File: src/rtl/fb_read_seq.sv
// Framebuffer readout sequencer: per-row read addresses and linebuffer enables
// with runtime vertical scale, double-buffer swap at frame start and overrun pulses.
module fb_read_seq #(
   parameter int FB_WIDTH  = 320,
   parameter int FB_HEIGHT = 180,
   parameter int BUFS      = 2,
   parameter int SCALEW    = 6,
   parameter int ADDRW     = $clog2(FB_WIDTH*FB_HEIGHT*BUFS)
) (
   input  logic              clk,
   input  logic              rst_n,
   input  logic              frame,
   input  logic              line,
   input  logic              line0,
   input  logic [SCALEW-1:0] scale,
   input  logic              swap_req,
   output logic [ADDRW-1:0]  addr,
   output logic              en,
   output logic              front,
   output logic              swap_ack,
   output logic              active,
   output logic              overrun
);

   localparam int XW = $clog2(FB_WIDTH);
   localparam int YW = (FB_HEIGHT > 1) ? $clog2(FB_HEIGHT) : 1;
   localparam logic [ADDRW-1:0] FB_SIZE  = ADDRW'(FB_WIDTH*FB_HEIGHT);
   localparam logic [ADDRW-1:0] ROW_STEP = ADDRW'(FB_WIDTH);
   localparam logic [XW-1:0]    LAST_X   = XW'(FB_WIDTH-1);
   localparam logic [YW-1:0]    LAST_Y   = YW'(FB_HEIGHT-1);

   typedef enum logic [1:0] {IDLE, READ, HOLD} state_t;

   state_t              state, state_n;
   logic                pending, pend_n;
   logic                front_n, ack_n, act_n, ovr_n, en_n;
   logic [ADDRW-1:0]    addr_n, row_base, rb_n, base_n;
   logic [XW-1:0]       cnt_x, cx_n;
   logic [SCALEW-1:0]   cnt_line, cl_n, scale_q, sq_n;
   logic [YW-1:0]       row, row_n;
   logic                adv;

   always_ff @(posedge clk) begin
      if (!rst_n) begin
         state    <= IDLE;
         pending  <= 1'b0;
         front    <= 1'b0;
         swap_ack <= 1'b0;
         active   <= 1'b0;
         overrun  <= 1'b0;
         en       <= 1'b0;
         addr     <= '0;
         row_base <= '0;
         cnt_x    <= '0;
         cnt_line <= '0;
         row      <= '0;
         scale_q  <= '0;
      end else begin
         state    <= state_n;
         pending  <= pend_n;
         front    <= front_n;
         swap_ack <= ack_n;
         active   <= act_n;
         overrun  <= ovr_n;
         en       <= en_n;
         addr     <= addr_n;
         row_base <= rb_n;
         cnt_x    <= cx_n;
         cnt_line <= cl_n;
         row      <= row_n;
         scale_q  <= sq_n;
      end
   end

   always_comb begin
      state_n = state;
      pend_n  = pending | swap_req;
      front_n = front;
      ack_n   = 1'b0;
      act_n   = active;
      ovr_n   = 1'b0;
      en_n    = 1'b0;
      addr_n  = addr;
      rb_n    = row_base;
      cx_n    = cnt_x;
      cl_n    = cnt_line;
      row_n   = row;
      sq_n    = scale_q;
      adv     = 1'b0;

      if (frame) begin
         state_n = IDLE;
         act_n   = 1'b0;
         if (pend_n) begin
            ack_n   = 1'b1;
            pend_n  = 1'b0;
            front_n = (BUFS == 2) ? ~front : 1'b0;
         end
      end

      // line0 sees the post-swap buffer when it coincides with frame
      base_n = front_n ? FB_SIZE : '0;

      if (line0) begin
         state_n = READ;
         sq_n    = (scale == '0) ? SCALEW'(1) : scale;
         row_n   = '0;
         cl_n    = '0;
         cx_n    = '0;
         rb_n    = base_n;
         addr_n  = base_n;
         en_n    = 1'b1;
         act_n   = 1'b1;
      end else if (!frame) begin
         unique case (state)
            IDLE: ;
            READ: begin
               if (line) begin
                  ovr_n = 1'b1;
                  adv   = 1'b1;
               end else if (cnt_x == LAST_X) begin
                  state_n = HOLD;
               end else begin
                  en_n   = 1'b1;
                  cx_n   = cnt_x + XW'(1);
                  addr_n = addr + ADDRW'(1);
               end
            end
            HOLD: adv = line;
            default: state_n = IDLE;
         endcase
      end

      if (adv) begin
         if (cnt_line != scale_q - SCALEW'(1)) begin
            cl_n    = cnt_line + SCALEW'(1);
            state_n = HOLD;
         end else if (row != LAST_Y) begin
            cl_n    = '0;
            row_n   = row + YW'(1);
            rb_n    = row_base + ROW_STEP;
            addr_n  = row_base + ROW_STEP;
            cx_n    = '0;
            en_n    = 1'b1;
            state_n = READ;
         end else begin
            act_n   = 1'b0;
            state_n = IDLE;
         end
      end
   end

endmodule

File: config.mk
export PLATFORM = sky130hd
export DESIGN_NAME = fb_read_seq
export DESIGN_NICKNAME = d
export VERILOG_FILES = /design/src/rtl/fb_read_seq.sv
export SDC_FILE = /design/constraint.sdc
export NUM_CORES = 1
export LEC_CHECK = 0
export CAP_MARGIN = 20
export CORE_ASPECT_RATIO = 1.2
export CORE_MARGIN = 2
export CORE_UTILIZATION = 35
export DETAILED_ROUTE_END_ITERATION = 16
export GPL_TIMING_DRIVEN = 0
export PLACE_DENSITY = 0.53
export SLEW_MARGIN = 20
export SYNTH_ARGS = -nofsm -noshare
export SYNTH_HDL_FRONTEND = slang
export SYNTH_SLANG_ARGS = --single-unit
File: constraint.sdc
create_clock -name clk -period 6.62 [get_ports clk]
set_input_delay 1.655 -clock clk [delete_from_list [all_inputs] [get_ports clk]]
set_output_delay 1.655 -clock clk [all_outputs]
set_load 0.1 [all_outputs]
Yosys cells after proc, flatten, opt, wreduce, memory -nomap -nowiden
Cells that the tools add are included.
{ "totals": {"out_inout_bits": 22, "ff_bits": 71, "latchBits": 0, "ram_bits": 0, "romBits": 0, "elab_cells": 93, "mem_count": 0, "input_bits": 12} }
{ "classes": {"addsub": 6, "reduce_logical": 6, "mul": 0, "n_bitwise": 4, "shifts": 0, "n_div": 0, "eq_ne": 5, "n_mux": 59, "order_cmp": 0} }
{ "op_table": {"columns": ["op", "n"], "rows": [
  ["$mux W17", 12],
  ["$mux W9", 8],
  ["$mux W8", 4],
  ["$mux W6", 5],
  ["$mux W1", 20],
  ["$add A17 B1 Y17 const B", 1],
  ["$add A17 B9 Y17 const B", 1],
  ["$mux W16", 1],
  ["$mux W2", 7],
  ["$add A9 B1 Y9 const B", 1],
  ["$eq A9 B9 Y1 const B", 1],
  ["$add A8 B1 Y8 const B", 1],
  ["$ne A8 B8 Y1 const B", 1],
  ["$add A6 B1 Y6 const B", 1],
  ["$logic_not A6 Y1", 1],
  ["$ne A6 B6 Y1", 1],
  ["$sub A6 B1 Y6 const B", 1],
  ["$pmux W2 S2", 1],
  ["$reduce_or A2 Y1", 2],
  ["$reduce_or A4 Y1", 1],
  ["$not A1 Y1", 3],
  ["$eq A2 B1 Y1 const B", 1],
  ["$eq A2 B2 Y1 const B", 1],
  ["$logic_not A2 Y1", 1],
  ["3 further kinds", 3]
]} }

Longest topological paths before layout
{ "logic_depth": {"ltp_word": 9, "mapped_depth": 9, "mapped_depth_nobuf": 8} }

Worst setup path after synthesis
OpenSTA, ideal clock, no wires.
{ "synth_path": {"path_kind": "input to register", "start": "input frame", "end": "register addr[15]", "arrival_ns": 3.216, "slack_ns": 3.322, "n_path_buf": 1, "required_time_ns": 6.537, "cell_stages": 7, "setup_ns": 0.083, "cell_sequence": "clkbuf_1 nor3b_2 nand4_1 nor3_1 nand4_1 xor2_1 o221ai_1"} }
{ "synth_between": {"elab_chain_len": 6, "elab_cells_between_ends": 9, "classes_between": "9 x mux"} }
{ "synth_lines": {"columns": ["item", "line", "rtl"], "rows": [
  ["start, declared", "12", "input logic frame,"],
  ["$mux W1", "91", "if (frame) begin"],
  ["$mux W16", "102", "base_n = front_n ? FB_SIZE : '0;"],
  ["$mux W17", "104", "if (line0) begin"],
  ["$mux W17", "138", "end else if (row != LAST_Y) begin"],
  ["$mux W17", "135", "if (cnt_line != scale_q - SCALEW'(1)) begin"],
  ["$mux W17 *", "134", "if (adv) begin"],
  ["end signal, assigned", "66", "addr <= addr_n;"],
  ["end, declared", "17", "output logic [ADDRW-1:0] addr,"]
]} }
Every way passes the cells marked *; elsewhere a longest branch is shown, timed or not.
A chain may end at the register's enable or synchronous reset.

Final worst setup path
{ "layout_path": {"start": "register addr[13]", "end": "output addr[13]"} }
No word-level cell between the ends.

==> impl.org <==
** Status
- Result of the run :: finished clean

** Global route
- Entering global routing, the biggest net connects 15 pins.
- Via count of the first global-routing pass :: 3139
- First-pass GRT wire length :: 15.8 mm
- GR Overflow Total :: 0
- Across every metal layer, demand over resource in global routing totals 17.1%.
- The initial antenna violation count is 0.

** Route
- Iteration-0 DRC Markers :: 98
- For this block, the routed nets add up to 9.39 mm of wire.
- After detailed routing, the number of vias per cell comes to 5.29.
- Before antenna repair, the detailed router went through 4 iterations.
- Post-detailed-route DRC marker count :: 0
- Post-detailed-route count of antenna-violating nets :: 0
- Routed length per instance :: 16.0 µm
- Total vias in the final route :: 3105

** Place
- Placed instance area :: 4240 µm²
- Hpwl dp :: 6.88 mm
- Count of input and output buffers :: 31
- Routability cong. :: 0.855

** Setup path
- Worst stage delay on the critical path :: 1.18 ns
- WP data required :: 4.97 ns
- Category of the most critical setup path :: reg2out
- The worst setup path is captured at an output pin.
- Register-to-Register Path Depth :: 8
- In this run the register-to-register setup slack is 4.17 ns.
- The slowest stage of the critical path is the sky130_fd_sc_hd__clkdlybuf4s50_1 cell.
- STA puts the critical path data arrival time at 1.95 ns.
- Cell family contributing the most delay on the critical path :: buffers and inverters
- Cell chain of the critical path :: clkdlybuf4s50_1
- Critical path depth :: 1
- Maximum fanout encountered on the critical timing path :: 5
- Together, buffers and inverters on the worst path number 1.
- Nature of the critical path startpoint :: flip-flop

** Synthesis
- Async set or reset register ratio after synthesis :: 0%
- Post-synthesis cell type count :: 68
- In this run, synthesis inferred 0 flip-flops with an integrated enable.
- During synthesis, Yosys emitted a total of 0 warnings.
- Synthesis produced a netlist with a net count of 433.
- Sequential elements use 37.7% of the synthesized area.
- After synthesis the cells add up to 3770 µm².
- Synthesized netlist cell count :: 411
- Each instance of the synthesized netlist takes up on average 9.17 µm².
- In this run, synthesis produced a sequential element count of 71.
- The most used flip-flop cell after synthesis is sky130_fd_sc_hd__dfxtp_1.

** Floorplanning
- The core region is 10500 µm².
- Total I/O pin count :: 34
- Once the floorplan was initialized, standard cells occupied 35.8% of the core.
- The die is 98.7 µm wide.
- Y dimension of the die :: 118 µm
- Total Die Area :: 11600 µm²
- Placement Rows :: 41

** CTS
- Clock-pin slew was measured on the worst setup and hold paths at 0.06 ns.
- Clock insertion delay at the later pin of the skew report :: 0.34 ns
- Maximum root-to-sink buffer count :: 2
- Clock root buffer master :: sky130_fd_sc_hd__clkbuf_16
- Counting the buffers created by CTS gives 9.
- Hold bufs inserted after CTS :: 0
- Buffers added to address setup during post-CTS repair amount to 0.
- Maximum level of the CTS H-tree :: 3
- TritonCTS clock tree :: done
- The clock net in this run drives a total of 71 sinks.
- Post_cts resized :: 0

** Finish
- Net count reported at finish :: 475
- Inserted Diodes :: 0
- Summing all multi-input logic gate instances after layout gives 2210 µm².
- Proportion of layout cells with a drive suffix above 1 :: 11.6%
- The sequential cells in the finished layout cover a total of 1420 µm².
- Signed area change from the synthesized netlist to the final layout :: 20.6%
- The library cell used most frequently in the layout, excluding fill and tap cells, is sky130_fd_sc_hd__dfxtp_1.
- The library cells used most frequently in the layout, excluding fill and tap cells, are 71 x sky130_fd_sc_hd__dfxtp_1, 32 x sky130_fd_sc_hd__nand2_1, 31 x sky130_fd_sc_hd__clkdlybuf4s50_1.
- Fillers :: 1030
- The finished cells cover 4540 µm².

** Power
- Leakage power :: 1.63 nW
- Highest ir drop seen on vdd :: 142 µV
- For this design the ratio of total power to cell area is 233 nW/µm².

** Hold path
- Type of the tightest min-delay check :: reg2reg
- Counting instances, the worst hold path has a depth of 2.

** Timing
- Setup Viol. Count Final :: 0
- Setup total negative slack on the finished layout was measured at 0 ns.
- Number of max-slew violations in the final report :: 0
- The total count of hold-check failures in the final report is 0.
- Headroom to the max-slew limit :: 34.0%
- Final worst path period share :: 54.5%
- Static timing analysis puts the maximum clock frequency at 0.277 GHz.
- On the final layout, the worst clock skew is 0.00681 ns.
- Unrepaired setup endpoints after global routing :: no
- Tightest Pin Transition :: 0.987 ns
- Min Tclk post-route :: 3.61 ns

** Job
- The tool flagged a number of max-cap violations equal to 0.
-- cell families (layout without fill, tap and decap cells) --
| kind of cell | Yosys count | count (layout) | synth area share, % |
|---|---|---|---|
| and+or+nand+nor | 163 | 163 | 24.4 |
| AOI/OAI and AO/OA | 91 | 91 | 19.2 |
| DFF | 71 | 71 | 37.7 |
| xor gates and xnor gates | 40 | 40 | 9.30 |
| buffers and inverters | 28 | 75 | 3.62 |
| adders and majority gates | 10 | 10 | 3.32 |
| muxes | 8 | 8 | 2.49 |
-- final cells by class --
cell class | instances | area share [%]
clock buffer | 9 | 4.96
inverter | 12 | 0.991
tap | 129 | 3.55
buffer | 16 | 2.01
clock inverter | 7 | 1.73
sequential | 71 | 31.3
multi-input combinational | 312 | 48.7
timing repair buffer | 31 | 6.83
-- Yosys cell counts, types with 2 or more instances --
cell type | n | share of area (%)
sky130_fd_sc_hd__o211ai_2 | 2 | 0.66
sky130_fd_sc_hd__a21oi_1 | 12 | 1.6
sky130_fd_sc_hd__nor3_1 | 17 | 2.3
sky130_fd_sc_hd__clkbuf_1 | 11 | 1.1
sky130_fd_sc_hd__nor3b_1 | 6 | 1.2
sky130_fd_sc_hd__nand2_1 | 32 | 3.2
sky130_fd_sc_hd__nand4b_1 | 4 | 0.93
sky130_fd_sc_hd__a21oi_2 | 2 | 0.46
sky130_fd_sc_hd__o211a_1 | 2 | 0.53
sky130_fd_sc_hd__nand3_1 | 16 | 2.1
sky130_fd_sc_hd__o22ai_1 | 3 | 0.50
sky130_fd_sc_hd__ha_1 | 10 | 3.3
sky130_fd_sc_hd__o22ai_2 | 2 | 0.66
sky130_fd_sc_hd__dfxtp_1 | 71 | 38
sky130_fd_sc_hd__a211oi_1 | 2 | 0.40
sky130_fd_sc_hd__o221ai_1 | 2 | 0.46
sky130_fd_sc_hd__o21ai_1 | 2 | 0.27
sky130_fd_sc_hd__and3_1 | 6 | 1.0
sky130_fd_sc_hd__nor4_1 | 4 | 0.66
sky130_fd_sc_hd__inv_1 | 12 | 1.2
sky130_fd_sc_hd__o211ai_1 | 7 | 1.4
sky130_fd_sc_hd__nor2_1 | 28 | 2.8
sky130_fd_sc_hd__a31oi_1 | 4 | 0.66
sky130_fd_sc_hd__o21ai_2 | 10 | 2.3
sky130_fd_sc_hd__nand4_1 | 7 | 1.2
sky130_fd_sc_hd__a221o_1 | 2 | 0.53
sky130_fd_sc_hd__xnor2_1 | 24 | 5.6
sky130_fd_sc_hd__nor2b_1 | 10 | 1.7
sky130_fd_sc_hd__xor2_1 | 16 | 3.7
sky130_fd_sc_hd__a211o_1 | 2 | 0.46
sky130_fd_sc_hd__mux2i_1 | 6 | 1.6
sky130_fd_sc_hd__nor4b_1 | 2 | 0.46
sky130_fd_sc_hd__nand2b_1 | 2 | 0.33
sky130_fd_sc_hd__buf_6 | 4 | 1.2
sky130_fd_sc_hd__a22o_1 | 5 | 1.2
sky130_fd_sc_hd__and2_1 | 14 | 2.3
sky130_fd_sc_hd__and4_1 | 3 | 0.70
sky130_fd_sc_hd__a21boi_0 | 2 | 0.40
sky130_fd_sc_hd__a21boi_1 | 2 | 0.40
sky130_fd_sc_hd__o21ai_0 | 15 | 2.0
-- path summary, 6_finish.rpt --
path                              to                      from
setup / recovery            addr[13]       addr[13]$_SDFF_PN0_
hold / removal    addr[1]$_SDFF_PN0_  row_base[1]$_SDFFE_PN0P_
setup reg to reg   row[5]$_SDFF_PN0_   scale_q[0]$_SDFFE_PN0P_
hold reg to reg   addr[1]$_SDFF_PN0_  row_base[1]$_SDFFE_PN0P_
-- registers in the layout (all words and copies together) (netlist names) --
register and flops:
overrun 1, swap_ack 1, cnt_x 9, row 8, en 1, scale_q 6
cnt_line 6, addr 17, row_base 17, front 1, state 2, pending 1
active 1
-- metrics by stage --
step	hold WS [ns]	utilization [%]	power [mW]	cells	worst slack, ns
final	0.447	43.2	1.06	587	3.01
after global routing	0.467	43.2	1.10	587	2.88
after CTS	0.454	43.2	1.07	587	3.00
after detailed placement	0.442	40.3	0.568	571	2.71
after global placement	0.434	40.3	0.567	571	2.73
after floorplan	0.417	-	0.536	411	3.32
-- per-layer routing --
metal,track usage [%],part of all wire [%]
met3,3.38,3.3
met1,20.7,45
met5,0,0
met2,29.4,50
met4,6.85,1.9
-- power breakdown --
| group | internal, mW | total, mW | switching (mW) | leakage (nW) |
|---|---|---|---|---|
| logic | 0.0375 | 0.110 | 0.0729 | 0.915 |
| registers | 0.436 | 0.448 | 0.0113 | 0.576 |
| clock network | 0.296 | 0.502 | 0.207 | 0.139 |
| total | 0.770 | 1.06 | 0.291 | 1.63 |
No activity file was read; power rests on OpenSTA's default activity.
